==> config.mk <==
export PLATFORM = sky130hd
export DESIGN_NAME = axi_lite_regbank_flat
export DESIGN_NICKNAME = d
export VERILOG_FILES = /design/src/rtl/axi_lite_regbank_if.sv /design/src/rtl/axi_lite_regbank.sv /design/src/flat_wrapper.sv
export SDC_FILE = /design/constraint.sdc
export NUM_CORES = 1
export LEC_CHECK = 0
export CAP_MARGIN = 20
export CELL_PAD_IN_SITES_DETAIL_PLACEMENT = 1
export CELL_PAD_IN_SITES_GLOBAL_PLACEMENT = 2
export CORE_MARGIN = 4
export CORE_UTILIZATION = 35
export CTS_BUF_LIST = sky130_fd_sc_hd__clkbuf_8
export DETAILED_ROUTE_END_ITERATION = 8
export HOLD_SLACK_MARGIN = 0.08
export PLACE_DENSITY_LB_ADDON = 0.12
export SLEW_MARGIN = 20
export SYNTH_ARGS = -nofsm -noshare
export SYNTH_HDL_FRONTEND = slang
export SYNTH_SLANG_ARGS = --single-unit
==> constraint.sdc <==
create_clock -name S_AXI_ACLK -period 3.6 [get_ports S_AXI_ACLK]
set_input_delay 0.54 -clock S_AXI_ACLK [delete_from_list [all_inputs] [get_ports S_AXI_ACLK]]
set_output_delay 0.54 -clock S_AXI_ACLK [all_outputs]
set_load 0.01 [all_outputs]
==> src/rtl/axi_lite_regbank_if.sv <==
// AXI4-Lite slave bus bundle for the register bank.
// The slave modport is used by axi_lite_regbank, the master modport by the bus driver.
interface axi_lite_regbank_if #(
  parameter int AW = 8,
  parameter int DW = 32
);
  logic [AW-1:0]   S_AXI_AWADDR;
  logic [2:0]      S_AXI_AWPROT;
  logic            S_AXI_AWVALID;
  logic            S_AXI_AWREADY;
  logic [DW-1:0]   S_AXI_WDATA;
  logic [DW/8-1:0] S_AXI_WSTRB;
  logic            S_AXI_WVALID;
  logic            S_AXI_WREADY;
  logic [1:0]      S_AXI_BRESP;
  logic            S_AXI_BVALID;
  logic            S_AXI_BREADY;
  logic [AW-1:0]   S_AXI_ARADDR;
  logic [2:0]      S_AXI_ARPROT;
  logic            S_AXI_ARVALID;
  logic            S_AXI_ARREADY;
  logic [DW-1:0]   S_AXI_RDATA;
  logic [1:0]      S_AXI_RRESP;
  logic            S_AXI_RVALID;
  logic            S_AXI_RREADY;

  modport slave (
    input  S_AXI_AWADDR, S_AXI_AWPROT, S_AXI_AWVALID,
    output S_AXI_AWREADY,
    input  S_AXI_WDATA, S_AXI_WSTRB, S_AXI_WVALID,
    output S_AXI_WREADY,
    output S_AXI_BRESP, S_AXI_BVALID,
    input  S_AXI_BREADY,
    input  S_AXI_ARADDR, S_AXI_ARPROT, S_AXI_ARVALID,
    output S_AXI_ARREADY,
    output S_AXI_RDATA, S_AXI_RRESP, S_AXI_RVALID,
    input  S_AXI_RREADY
  );

  modport master (
    output S_AXI_AWADDR, S_AXI_AWPROT, S_AXI_AWVALID,
    input  S_AXI_AWREADY,
    output S_AXI_WDATA, S_AXI_WSTRB, S_AXI_WVALID,
    input  S_AXI_WREADY,
    input  S_AXI_BRESP, S_AXI_BVALID,
    output S_AXI_BREADY,
    output S_AXI_ARADDR, S_AXI_ARPROT, S_AXI_ARVALID,
    input  S_AXI_ARREADY,
    input  S_AXI_RDATA, S_AXI_RRESP, S_AXI_RVALID,
    output S_AXI_RREADY
  );
endinterface

==> src/rtl/axi_lite_regbank.sv <==
// Parametrised AXI4-Lite register bank: ID, W1C IRQ status/enable, RW and RO arrays.
// Define AXI_LITE_REGBANK_WSTROBE_EN to add the per-register rw_wr_pulse output.
module axi_lite_regbank #(
  parameter int C_S_AXI_DATA_WIDTH = 32,
  parameter int C_S_AXI_ADDR_WIDTH = 8,
  parameter int NUM_RW    = 8,
  parameter int NUM_RO    = 4,
  parameter int IRQ_WIDTH = 8,
  parameter logic [NUM_RW*32-1:0] RW_RESET_VAL = '0,
  parameter logic [31:0] VERSION = 32'h20250100
) (
  input  logic                 S_AXI_ACLK,
  input  logic                 S_AXI_ARESETN,
  axi_lite_regbank_if.slave    s_axi,
  output logic [NUM_RW*32-1:0] rw_regs,
  input  logic [NUM_RO*32-1:0] ro_regs,
  input  logic [IRQ_WIDTH-1:0] irq_event,
  output logic                 irq
`ifdef AXI_LITE_REGBANK_WSTROBE_EN
  ,
  output logic [NUM_RW-1:0]    rw_wr_pulse
`endif
);

  localparam int WA  = C_S_AXI_ADDR_WIDTH - 2;
  localparam int RWB = (NUM_RW > 1) ? $clog2(NUM_RW) : 1;
  localparam int ROB = (NUM_RO > 1) ? $clog2(NUM_RO) : 1;
  localparam logic [1:0] OKAY   = 2'b00;
  localparam logic [1:0] SLVERR = 2'b10;
  localparam logic [31:0] RW_LO = 32'd4;
  localparam logic [31:0] RO_LO = 32'(4 + NUM_RW);
  localparam logic [31:0] RO_HI = 32'(4 + NUM_RW + NUM_RO);

  typedef enum logic [2:0] {
    K_ID, K_STAT, K_EN, K_RSV, K_RW, K_RO, K_BAD
  } kind_t;

  function automatic kind_t kind_of(input logic [WA-1:0] w);
    logic [31:0] wi;
    kind_t k;
    wi = 32'(w);
    k  = K_BAD;
    unique case (1'b1)
      (wi == 32'd0): k = K_ID;
      (wi == 32'd1): k = K_STAT;
      (wi == 32'd2): k = K_EN;
      (wi == 32'd3): k = K_RSV;
      (wi >= RW_LO && wi < RO_LO): k = K_RW;
      (wi >= RO_LO && wi < RO_HI): k = K_RO;
      default: k = K_BAD;
    endcase
    return k;
  endfunction

  logic [31:0]          rw_q [NUM_RW];
  logic [31:0]          ro_w [NUM_RO];
  logic [IRQ_WIDTH-1:0] stat_q;
  logic [IRQ_WIDTH-1:0] en_q;

  logic          awready_q, wready_q, bvalid_q;
  logic          arready_q, rvalid_q;
  logic          aw_held, w_held;
  logic [WA-1:0] aw_word;
  logic [31:0]   w_data;
  logic [3:0]    w_strb;
  logic [1:0]    bresp_q, rresp_q;
  logic [31:0]   rdata_q;

  logic          aw_hs, w_hs, ar_hs, commit;
  logic          aw_held_nxt, w_held_nxt, rvalid_nxt;
  kind_t         wr_kind, rd_kind;
  logic [31:0]   wr_wi, rd_wi;
  logic [RWB-1:0] wr_rw_i, rd_rw_i;
  logic [ROB-1:0] rd_ro_i;
  logic [31:0]   wmask, wbits;
  logic [31:0]   rd_data;
  logic [1:0]    rd_resp;
  logic          unused_ok;

  for (genvar i = 0; i < NUM_RW; i++) begin : g_rw
    assign rw_regs[32*i +: 32] = rw_q[i];
  end
  for (genvar j = 0; j < NUM_RO; j++) begin : g_ro
    assign ro_w[j] = ro_regs[32*j +: 32];
  end

  assign s_axi.S_AXI_AWREADY = awready_q;
  assign s_axi.S_AXI_WREADY  = wready_q;
  assign s_axi.S_AXI_BVALID  = bvalid_q;
  assign s_axi.S_AXI_BRESP   = bresp_q;
  assign s_axi.S_AXI_ARREADY = arready_q;
  assign s_axi.S_AXI_RVALID  = rvalid_q;
  assign s_axi.S_AXI_RRESP   = rresp_q;
  assign s_axi.S_AXI_RDATA   = rdata_q;

  assign aw_hs  = s_axi.S_AXI_AWVALID & awready_q;
  assign w_hs   = s_axi.S_AXI_WVALID & wready_q;
  assign ar_hs  = s_axi.S_AXI_ARVALID & arready_q;
  assign commit = aw_held & w_held & ~bvalid_q;

  assign aw_held_nxt = commit ? 1'b0 : (aw_held | aw_hs);
  assign w_held_nxt  = commit ? 1'b0 : (w_held | w_hs);
  assign rvalid_nxt  = ar_hs | (rvalid_q & ~s_axi.S_AXI_RREADY);

  assign unused_ok = ^{s_axi.S_AXI_AWPROT, s_axi.S_AXI_ARPROT,
                       s_axi.S_AXI_AWADDR[1:0], s_axi.S_AXI_ARADDR[1:0],
                       wbits, wr_wi, rd_wi};

  // Decode the held write address and build the byte-lane mask.
  always_comb begin
    wr_kind = kind_of(aw_word);
    wr_wi   = 32'(aw_word);
    wr_rw_i = RWB'(wr_wi - RW_LO);
    wmask   = {{8{w_strb[3]}}, {8{w_strb[2]}},
               {8{w_strb[1]}}, {8{w_strb[0]}}};
    wbits   = w_data & wmask;
  end

  // Decode the incoming read address into data and response.
  always_comb begin
    rd_kind = kind_of(s_axi.S_AXI_ARADDR[C_S_AXI_ADDR_WIDTH-1:2]);
    rd_wi   = 32'(s_axi.S_AXI_ARADDR[C_S_AXI_ADDR_WIDTH-1:2]);
    rd_rw_i = RWB'(rd_wi - RW_LO);
    rd_ro_i = ROB'(rd_wi - RO_LO);
    rd_data = '0;
    rd_resp = OKAY;
    unique case (rd_kind)
      K_ID:   rd_data = VERSION;
      K_STAT: rd_data = 32'(stat_q);
      K_EN:   rd_data = 32'(en_q);
      K_RSV:  rd_data = '0;
      K_RW:   rd_data = rw_q[rd_rw_i];
      K_RO:   rd_data = ro_w[rd_ro_i];
      K_BAD:  rd_resp = SLVERR;
      default: rd_resp = SLVERR;
    endcase
  end

  // Write channel: hold AW and W independently, commit once both are held.
  always_ff @(posedge S_AXI_ACLK or negedge S_AXI_ARESETN) begin
    if (!S_AXI_ARESETN) begin
      awready_q <= 1'b0;
      wready_q  <= 1'b0;
      aw_held   <= 1'b0;
      w_held    <= 1'b0;
      aw_word   <= '0;
      w_data    <= '0;
      w_strb    <= '0;
      bvalid_q  <= 1'b0;
      bresp_q   <= OKAY;
    end else begin
      aw_held   <= aw_held_nxt;
      w_held    <= w_held_nxt;
      awready_q <= ~aw_held_nxt;
      wready_q  <= ~w_held_nxt;
      if (aw_hs) aw_word <= s_axi.S_AXI_AWADDR[C_S_AXI_ADDR_WIDTH-1:2];
      if (w_hs) begin
        w_data <= s_axi.S_AXI_WDATA;
        w_strb <= s_axi.S_AXI_WSTRB;
      end
      if (commit) begin
        bvalid_q <= 1'b1;
        bresp_q  <= (wr_kind == K_BAD) ? SLVERR : OKAY;
      end else if (s_axi.S_AXI_BREADY) begin
        bvalid_q <= 1'b0;
      end
    end
  end

  // Read channel: capture data on the AR handshake, hold until RREADY.
  always_ff @(posedge S_AXI_ACLK or negedge S_AXI_ARESETN) begin
    if (!S_AXI_ARESETN) begin
      arready_q <= 1'b0;
      rvalid_q  <= 1'b0;
      rdata_q   <= '0;
      rresp_q   <= OKAY;
    end else begin
      rvalid_q  <= rvalid_nxt;
      arready_q <= ~rvalid_nxt;
      if (ar_hs) begin
        rdata_q <= rd_data;
        rresp_q <= rd_resp;
      end
    end
  end

  // RW register array with per-lane strobes.
  always_ff @(posedge S_AXI_ACLK or negedge S_AXI_ARESETN) begin
    if (!S_AXI_ARESETN) begin
      for (int i = 0; i < NUM_RW; i++)
        rw_q[i] <= RW_RESET_VAL[32*i +: 32];
    end else if (commit && wr_kind == K_RW) begin
      rw_q[wr_rw_i] <= (rw_q[wr_rw_i] & ~wmask) | wbits;
    end
  end

  // IRQ status (event set beats W1C), enable, and registered level.
  always_ff @(posedge S_AXI_ACLK or negedge S_AXI_ARESETN) begin
    if (!S_AXI_ARESETN) begin
      stat_q <= '0;
      en_q   <= '0;
      irq    <= 1'b0;
    end else begin
      if (commit && wr_kind == K_STAT)
        stat_q <= (stat_q & ~wbits[IRQ_WIDTH-1:0]) | irq_event;
      else
        stat_q <= stat_q | irq_event;
      if (commit && wr_kind == K_EN)
        en_q <= (en_q & ~wmask[IRQ_WIDTH-1:0]) | wbits[IRQ_WIDTH-1:0];
      irq <= |(stat_q & en_q);
    end
  end

`ifdef AXI_LITE_REGBANK_WSTROBE_EN
  // One-cycle pulse per RW register, aligned with BVALID rising.
  always_ff @(posedge S_AXI_ACLK or negedge S_AXI_ARESETN) begin
    if (!S_AXI_ARESETN) begin
      rw_wr_pulse <= '0;
    end else begin
      rw_wr_pulse <= '0;
      if (commit && wr_kind == K_RW)
        rw_wr_pulse[wr_rw_i] <= 1'b1;
    end
  end
`endif

endmodule

==> src/flat_wrapper.sv <==
// flat-port wrapper written by rule: the top's interface ports become plain ports
module axi_lite_regbank_flat 
#(
  parameter int C_S_AXI_DATA_WIDTH = 32,
  parameter int C_S_AXI_ADDR_WIDTH = 8,
  parameter int NUM_RW    = 8,
  parameter int NUM_RO    = 4,
  parameter int IRQ_WIDTH = 8,
  parameter logic [NUM_RW*32-1:0] RW_RESET_VAL = '0,
  parameter logic [31:0] VERSION = 32'h20250100
)
  (S_AXI_ACLK, S_AXI_ARESETN, rw_regs, ro_regs, irq_event, irq, s_axi_S_AXI_AWADDR, s_axi_S_AXI_AWPROT, s_axi_S_AXI_AWVALID, s_axi_S_AXI_AWREADY, s_axi_S_AXI_WDATA, s_axi_S_AXI_WSTRB, s_axi_S_AXI_WVALID, s_axi_S_AXI_WREADY, s_axi_S_AXI_BRESP, s_axi_S_AXI_BVALID, s_axi_S_AXI_BREADY, s_axi_S_AXI_ARADDR, s_axi_S_AXI_ARPROT, s_axi_S_AXI_ARVALID, s_axi_S_AXI_ARREADY, s_axi_S_AXI_RDATA, s_axi_S_AXI_RRESP, s_axi_S_AXI_RVALID, s_axi_S_AXI_RREADY);
  axi_lite_regbank_if #(.AW(8), .DW(32)) s_axi_i ();
  input  logic S_AXI_ACLK;
  input  logic S_AXI_ARESETN;
  output logic [NUM_RW*32-1:0] rw_regs;
  input  logic [NUM_RO*32-1:0] ro_regs;
  input  logic [IRQ_WIDTH-1:0] irq_event;
  output logic irq;
  input wire logic [$bits(s_axi_i.S_AXI_AWADDR)-1:0] s_axi_S_AXI_AWADDR;
  input wire logic [$bits(s_axi_i.S_AXI_AWPROT)-1:0] s_axi_S_AXI_AWPROT;
  input wire logic [$bits(s_axi_i.S_AXI_AWVALID)-1:0] s_axi_S_AXI_AWVALID;
  output wire logic [$bits(s_axi_i.S_AXI_AWREADY)-1:0] s_axi_S_AXI_AWREADY;
  input wire logic [$bits(s_axi_i.S_AXI_WDATA)-1:0] s_axi_S_AXI_WDATA;
  input wire logic [$bits(s_axi_i.S_AXI_WSTRB)-1:0] s_axi_S_AXI_WSTRB;
  input wire logic [$bits(s_axi_i.S_AXI_WVALID)-1:0] s_axi_S_AXI_WVALID;
  output wire logic [$bits(s_axi_i.S_AXI_WREADY)-1:0] s_axi_S_AXI_WREADY;
  output wire logic [$bits(s_axi_i.S_AXI_BRESP)-1:0] s_axi_S_AXI_BRESP;
  output wire logic [$bits(s_axi_i.S_AXI_BVALID)-1:0] s_axi_S_AXI_BVALID;
  input wire logic [$bits(s_axi_i.S_AXI_BREADY)-1:0] s_axi_S_AXI_BREADY;
  input wire logic [$bits(s_axi_i.S_AXI_ARADDR)-1:0] s_axi_S_AXI_ARADDR;
  input wire logic [$bits(s_axi_i.S_AXI_ARPROT)-1:0] s_axi_S_AXI_ARPROT;
  input wire logic [$bits(s_axi_i.S_AXI_ARVALID)-1:0] s_axi_S_AXI_ARVALID;
  output wire logic [$bits(s_axi_i.S_AXI_ARREADY)-1:0] s_axi_S_AXI_ARREADY;
  output wire logic [$bits(s_axi_i.S_AXI_RDATA)-1:0] s_axi_S_AXI_RDATA;
  output wire logic [$bits(s_axi_i.S_AXI_RRESP)-1:0] s_axi_S_AXI_RRESP;
  output wire logic [$bits(s_axi_i.S_AXI_RVALID)-1:0] s_axi_S_AXI_RVALID;
  input wire logic [$bits(s_axi_i.S_AXI_RREADY)-1:0] s_axi_S_AXI_RREADY;
  assign s_axi_i.S_AXI_AWADDR = s_axi_S_AXI_AWADDR;
  assign s_axi_i.S_AXI_AWPROT = s_axi_S_AXI_AWPROT;
  assign s_axi_i.S_AXI_AWVALID = s_axi_S_AXI_AWVALID;
  assign s_axi_S_AXI_AWREADY = s_axi_i.S_AXI_AWREADY;
  assign s_axi_i.S_AXI_WDATA = s_axi_S_AXI_WDATA;
  assign s_axi_i.S_AXI_WSTRB = s_axi_S_AXI_WSTRB;
  assign s_axi_i.S_AXI_WVALID = s_axi_S_AXI_WVALID;
  assign s_axi_S_AXI_WREADY = s_axi_i.S_AXI_WREADY;
  assign s_axi_S_AXI_BRESP = s_axi_i.S_AXI_BRESP;
  assign s_axi_S_AXI_BVALID = s_axi_i.S_AXI_BVALID;
  assign s_axi_i.S_AXI_BREADY = s_axi_S_AXI_BREADY;
  assign s_axi_i.S_AXI_ARADDR = s_axi_S_AXI_ARADDR;
  assign s_axi_i.S_AXI_ARPROT = s_axi_S_AXI_ARPROT;
  assign s_axi_i.S_AXI_ARVALID = s_axi_S_AXI_ARVALID;
  assign s_axi_S_AXI_ARREADY = s_axi_i.S_AXI_ARREADY;
  assign s_axi_S_AXI_RDATA = s_axi_i.S_AXI_RDATA;
  assign s_axi_S_AXI_RRESP = s_axi_i.S_AXI_RRESP;
  assign s_axi_S_AXI_RVALID = s_axi_i.S_AXI_RVALID;
  assign s_axi_i.S_AXI_RREADY = s_axi_S_AXI_RREADY;
  axi_lite_regbank #(.C_S_AXI_DATA_WIDTH(C_S_AXI_DATA_WIDTH), .C_S_AXI_ADDR_WIDTH(C_S_AXI_ADDR_WIDTH), .NUM_RW(NUM_RW), .NUM_RO(NUM_RO), .IRQ_WIDTH(IRQ_WIDTH), .RW_RESET_VAL(RW_RESET_VAL), .VERSION(VERSION)) u_core (.S_AXI_ACLK(S_AXI_ACLK), .S_AXI_ARESETN(S_AXI_ARESETN), .s_axi(s_axi_i), .rw_regs(rw_regs), .ro_regs(ro_regs), .irq_event(irq_event), .irq(irq));
endmodule
After elaboration in Yosys (flattened, before gate mapping):

Cells that the tools add are included.

* output and inout bits: 298
* input bits: 201
* register bits: 358

* add/sub/neg operators: 3
* $lt $le $gt $ge: 12
* eq/ne operators: 15
* bitwise operators: 29
* multiplexer cells: 22
* reduce and logical (&&, ||, !) cells: 14

Operators by type and width (count)
* 256-bit bitwise mux: 1
* 32-bit two-way mux: 7
* 32-bit binary-select mux with 3-bit select: 2
* 32-bit one-hot mux with 5 select lines: 1
* 32-bit demux with 3-bit select: 1
* 32-bit AND: 2
* 32-bit binary-select mux with 2-bit select: 1
* 3-bit one-hot mux with 6 select lines: 2
* 32-bit NOT: 1
* 32-bit OR: 1
* 8-bit AND: 3
* 6-bit by 2-bit == test with 1-bit output (second input constant): 4
* 8-bit OR: 3
* 8-bit NOT: 2
* 3-bit == test (second input constant): 4
* 6-bit by 1-bit == test with 1-bit output (second input constant): 2
* 6-bit by 3-bit greater-or-equal comparator with 1-bit output (second input constant): 2
* 6-bit by 4-bit greater-or-equal comparator with 1-bit output (second input constant): 2
* 6-bit logical NOT: 2
* 6-bit by 4-bit < comparator with 1-bit output (second input constant): 2
* 6-bit by 5-bit < comparator with 1-bit output (second input constant): 2
* 3-bit by 2-bit == test with 1-bit output (second input constant): 3
* 4-bit greater-or-equal comparator (second input constant): 2
* 1-bit logical AND: 8
* other kinds (17): 35

Logic depth before layout (Yosys ltp):

* depth after elaboration: 8
* gate-level depth with buffers: 12
* mapped depth without buffers: 8

Least setup slack after synthesis:

OpenSTA, ideal clock, no wires.

* kind: input to register
* start point: input s_axi_S_AXI_ARADDR[4]
* end point: register u_core.rdata_q[10], in the netlist u_core.s_axi.S_AXI_RDATA[10]
* required time: 3474 ps
* setup time: 126 ps
* arrival time: 2785 ps
* cell stages on the path: 11
* setup slack: 689 ps
* path buffers: 4
* cells stage by stage: buf_2 > buf_1 > o21ai_1 > ha_1 > nor2_1 > a31o_2 > o21ai_2 > nor2b_1 > buf_2 > buf_6 > a221o_1

* word-level cells in the longest chain between the ends: 6
* elaborated cells between the ends (all ways): 22
* those cells by class: add/sub (1); order compare (4); eq/ne (7); mux (5); bitwise (1); reduce/logical (4)

Ends and longest elaborated chain
* start, declared: RTL line flat_wrapper.sv:31 `input wire logic [$bits(s_axi_i.S_AXI_ARADDR)-1:0] s_axi_S_AXI_ARADDR;`
* 3-bit subtractor: RTL line axi_lite_regbank.sv:123 `rd_rw_i = RWB'(rd_wi - RW_LO);`
* 3-bit NOT with 4-bit output (not written as such): RTL line axi_lite_regbank.sv:132 `K_RW: rd_data = rw_q[rd_rw_i];`
* 32-bit binary-select mux with 3-bit select: RTL line axi_lite_regbank.sv:132
* 32-bit two-way mux (not written as such) (2 in a row): RTL line axi_lite_regbank.sv:132
* 32-bit one-hot mux with 5 select lines (*): RTL line axi_lite_regbank.sv:127 `unique case (rd_kind)`
* end signal, assigned: RTL line axi_lite_regbank.sv:181 `rdata_q <= rd_data;`
* end, declared: RTL line axi_lite_regbank.sv:67 `logic [31:0] rdata_q;`

Mark *: on every way between the ends. The rest lies on a longest branch, timed or not. The select of a mux whose other input is x is not followed.
A chain may end at the register's enable or synchronous reset.

Worst setup path after layout:

* start point: register u_core.aw_word[2]
* end point: register u_core.rw_q (netlist bit u_core.rw_regs[78])

* word-level cells in the longest chain between the ends: 8
* elaborated cells between the ends (all ways): 26
* those cells by class: add/sub (1); order compare (6); eq/ne (4); mux (7); bitwise (3); reduce/logical (5)

Ends and longest elaborated chain
* start, declared: RTL line axi_lite_regbank.sv:63 `logic [WA-1:0] aw_word;`
* start signal, assigned: RTL line axi_lite_regbank.sv:156 `if (aw_hs) aw_word <= s_axi.S_AXI_AWADDR[C_S_AXI_ADDR_WIDTH-1:2];`
* 3-bit subtractor: RTL line axi_lite_regbank.sv:113 `wr_rw_i = RWB'(wr_wi - RW_LO);`
* 3-bit NOT with 4-bit output: RTL line axi_lite_regbank.sv:193 `rw_q[wr_rw_i] <= (rw_q[wr_rw_i] & ~wmask) | wbits;`
* 32-bit binary-select mux with 3-bit select: RTL line axi_lite_regbank.sv:193
* 32-bit two-way mux (not written as such) (2 in a row): RTL line axi_lite_regbank.sv:193
* 32-bit AND: RTL line axi_lite_regbank.sv:193
* 32-bit OR: RTL line axi_lite_regbank.sv:193
* 256-bit bitwise mux: RTL line axi_lite_regbank.sv:193
* end signal, assigned by index: RTL line axi_lite_regbank.sv:191 `rw_q[i] <= RW_RESET_VAL[32*i +: 32];`
* end signal, assigned by index: RTL line axi_lite_regbank.sv:193
* end, declared: RTL line axi_lite_regbank.sv:55 `logic [31:0] rw_q [NUM_RW];`

Several ways; a longest one is shown, not always the timed one. The select of a mux whose other input is x is not followed.

==> implementation parameters <==
Parameter                              Value

Drt
  Average detailed-routed wire length per instance    29.3 µm
  Vias post-DR    16480
  DRC violation total after the first TritonRoute iteration    roughly 1100
  Number of nets with antenna violations after routing    0
  Routed Wire Length    82.9 mm
  # DRC    0
  Pre-antenna DRT Iters    5
  Via-per-instance ratio    5.83

Synthesis
  Synth cell count leaders    sky130_fd_sc_hd__dfrtp_1, sky130_fd_sc_hd__nand2_1, sky130_fd_sc_hd__o21ai_0
  Sequential share of the synthesized area    47.6%
  Async S/R FF share, synth    100%
  Cell types with the largest area share after synthesis    sky130_fd_sc_hd__dfrtp_1, sky130_fd_sc_hd__mux4_2, sky130_fd_sc_hd__mux2_2
  Yosys warning total    0
  Number of enable flip-flop cells after synthesis    0
  Dominant cell type by area after synthesis    sky130_fd_sc_hd__dfrtp_1
  Post-synthesis average cell area    11.6 µm²
  Post-synthesis instance total    1620
  Unique masters post-synth    a little under 70
  Count of state elements after synthesis    356
  Most used flip-flop cell after synthesis    sky130_fd_sc_hd__dfrtp_1
  Area share of the leading cell type in the synthesized netlist    47.6%
  Most repeated cell in the gate-level netlist after synthesis    sky130_fd_sc_hd__dfrtp_1
  Post-synthesis instance area    18700 µm²

Die
  Area of the die    roughly 57000 µm²
  Area of the placeable core    52800 µm²
  # IOs    499
  Overall die width    around 240 µm
  Standard-cell row count    84
  Vert. Die Dim    239 µm
  Starting Density    35.5%

Finish
  Final-layout fill cell count    5622
  Post-synthesis to final-layout area growth    37.2%
  Antenna cell count    0
  Layout Cell Area excl Fill    roughly 26000 µm²
  Fraction of final layout cells sized beyond drive strength 1    19.7%
  Final layout net count    2304

Clock tree
  CTS Root Buffer Type    sky130_fd_sc_hd__clkbuf_8
  Clk Latency, worst-skew pair    0.63 ns
  Number of buffers created by CTS    between 60 and 70
  Number of instances resized during post-cts repair    0
  CTS Buffer Depth    3
  TritonCTS clock tree    yes
  Post-CTS clock slew at the launch and capture registers of the worst setup and hold paths    0.06 ns
  Hold buffer count at cts    1
  Buffers inserted by post-CTS timing repair    0
  H-tree depth    3
  Number of clock sinks    between 300 and 400

STA
  Tightest hold margin    0.462 ns
  Period Utilization, post-route    80.7%
  Pins Over Slew Limit    0
  Worst max-slew margin expressed relative to the limit    about a third
  Summed negative setup slack over all endpoints    0 ns
  Worst Tran Pin Value    1.01 ns
  Setup slack after layout    between 0.6 and 0.7 ns
  Unrepaired setup endpoints after global routing    false
  Setup violators final    0
  Peak clock frequency supported by timing    0.344 GHz
  Post-layout min period    2.91 ns
  Setup clock skew after layout    0.0303 ns
  Final Hold Violating Endpoints    0

Power and ir drop
  Leakage dissipation    between 10 and 15 nW
  PnR Total Power    21.3 mW
  Power per Cell Area    830 nW/µm²
  Peak supply drop    0.000368 V

Outcome
  Status    completed

Flow run
  Max-Cap Viols    0

Critical path
  Critical path endpoint category    flop
  Reg2reg start    u_core.aw_word[2]$_DFFE_PN0P_
  CP Max Fanout    29
  Worst R2R End    u_core.rw_regs[78]$_DFFE_PN0P_
  FF-to-FF path depth    5
  Worst Setup Start Kind    flop
  Required @ worst endpoint    between 4 and 5 ns
  WP data arrival    3.39 ns
  Slack of the worst reg-to-reg path    0.69 ns
  Crit Path Class    reg -> reg

Placed design
  Weighted congestion reported at the end of routability-driven placement    0.863
  Dpl cell area    24400 µm²
  Half-perimeter wire length after detailed placement    59.7 mm
  Count of port buffers added during placement    486
  Worst slack, placed    0.243 ns

Global route
  Pin count of the biggest net entering global routing    78
  Grt ovf    0
  Global-route wire length before repair    ~120 mm
  Antenna violations before repair    5
  Via count of the first global-routing pass    17351
  Combined global-route utilization of all metal layers    about 28%

Hold path
  Hold Crit Class    in -> async
[critical path, stage by stage, from the launching register on]
cell and delay [ns]:
sky130_fd_sc_hd__dfrtp_4 0.74, sky130_fd_sc_hd__inv_1 0.22, sky130_fd_sc_hd__nor4b_2 0.75, sky130_fd_sc_hd__nand2_2 0.43, sky130_fd_sc_hd__buf_12 0.31, sky130_fd_sc_hd__mux2_2 0.29
[sequential cells by signal (all words and copies together) (netlist names), named ones only]
register and count:
u_core.s_axi.S_AXI_WREADY 1, u_core.s_axi.S_AXI_RRESP 1, u_core.s_axi.S_AXI_BVALID 1, u_core.s_axi.S_AXI_BRESP 1
u_core.irq 1, u_core.aw_held 1, u_core.s_axi.S_AXI_ARREADY 1, u_core.s_axi.S_AXI_AWREADY 1
u_core.s_axi.S_AXI_RDATA 32, u_core.s_axi.S_AXI_RVALID 1, u_core.aw_word 6, u_core.w_strb 4
u_core.w_held 1, u_core.rw_regs 256, u_core.w_data 32, u_core.stat_q 8
[per-layer routing]
layer  track usage [%]  share of wire [%]  up-vias
met5                 0              0.054        -
met4              7.99                2.5        8
met3              6.51                7.8      133
met2              46.9                 48      682
met1              37.2                 42     8536
li1                  -                  -     7121
[cells in the final DEF (no fill, tap or decap), drive strengths merged, types with 12 or more instances in the layout]
cell type      instances
clkbuf                85
mux2                 120
dfrtp                356
o21ai                195
a221oi                33
nand2                238
nand3                 16
mux2i                 64
nor2b                 13
o31ai                 48
a221o                 39
nor3                  12
a22oi                 32
mux4                  89
inv                   40
clkdlybuf4s50        482
buf                   65
a22o                  31
nor2                  65
[power breakdown]
part	internal, mW	switching [mW]	total (mW)
Sequential	5.51	2.21	7.72
Combinational	4.66	4.94	9.60
Clock	2.22	1.76	3.97
[through the flow]
step | std cells | util, %
2_1_floorplan | 1621 | -
4_1_cts | 2828 | 48.7
3_3_place_gp | 2718 | 46.2
3_5_place_dp | 2718 | 46.2
6_report | 2828 | 48.7
5_1_grt | 2828 | 48.7
[kinds of logic after synthesis]
kind of cell	synth area share, %
compound gates	18.3
simple gates	8.29
flops	47.6
mux	21.4
buf+inv	4.34
fa+ha+maj	0.134
other cells	0.0200
[worst max-delay path by stage]
stage,from,end,slack [ns],cells past startpoint
final,u_core.aw_word[2]$_DFFE_PN0P_,u_core.rw_regs[78]$_DFFE_PN0P_,0.69,5
after global placement,s_axi_S_AXI_ARADDR[6],u_core.s_axi.S_AXI_RDATA[28]$_DFFE_PN0P_,0.34,8
after detailed placement,s_axi_S_AXI_ARADDR[6],u_core.s_axi.S_AXI_RDATA[11]$_DFFE_PN0P_,0.24,8
after global routing,u_core.aw_word[2]$_DFFE_PN0P_,u_core.rw_regs[86]$_DFFE_PN0P_,0.55,5
after CTS,u_core.aw_word[2]$_DFFE_PN0P_,u_core.rw_regs[78]$_DFFE_PN0P_,0.71,5
after floorplan,s_axi_S_AXI_ARADDR[4],u_core.s_axi.S_AXI_RDATA[10]$_DFFE_PN0P_,0.69,11
[area by class of cell]
cell class | count | area, µm² | area share [%]
Clock buffer | 84 | 1160 | 4.50
Clock inverter | 25 | 151 | 0.590
Inverter | 21 | 78.8 | 0.307
Multi-Input combinational cell | 1105 | 9070 | 35.3
Sequential cell | 356 | 8920 | 34.7
Tap cell | 688 | 861 | 3.35
Timing Repair Buffer | 549 | 5440 | 21.2
No activity file was read; power rests on OpenSTA's default activity.
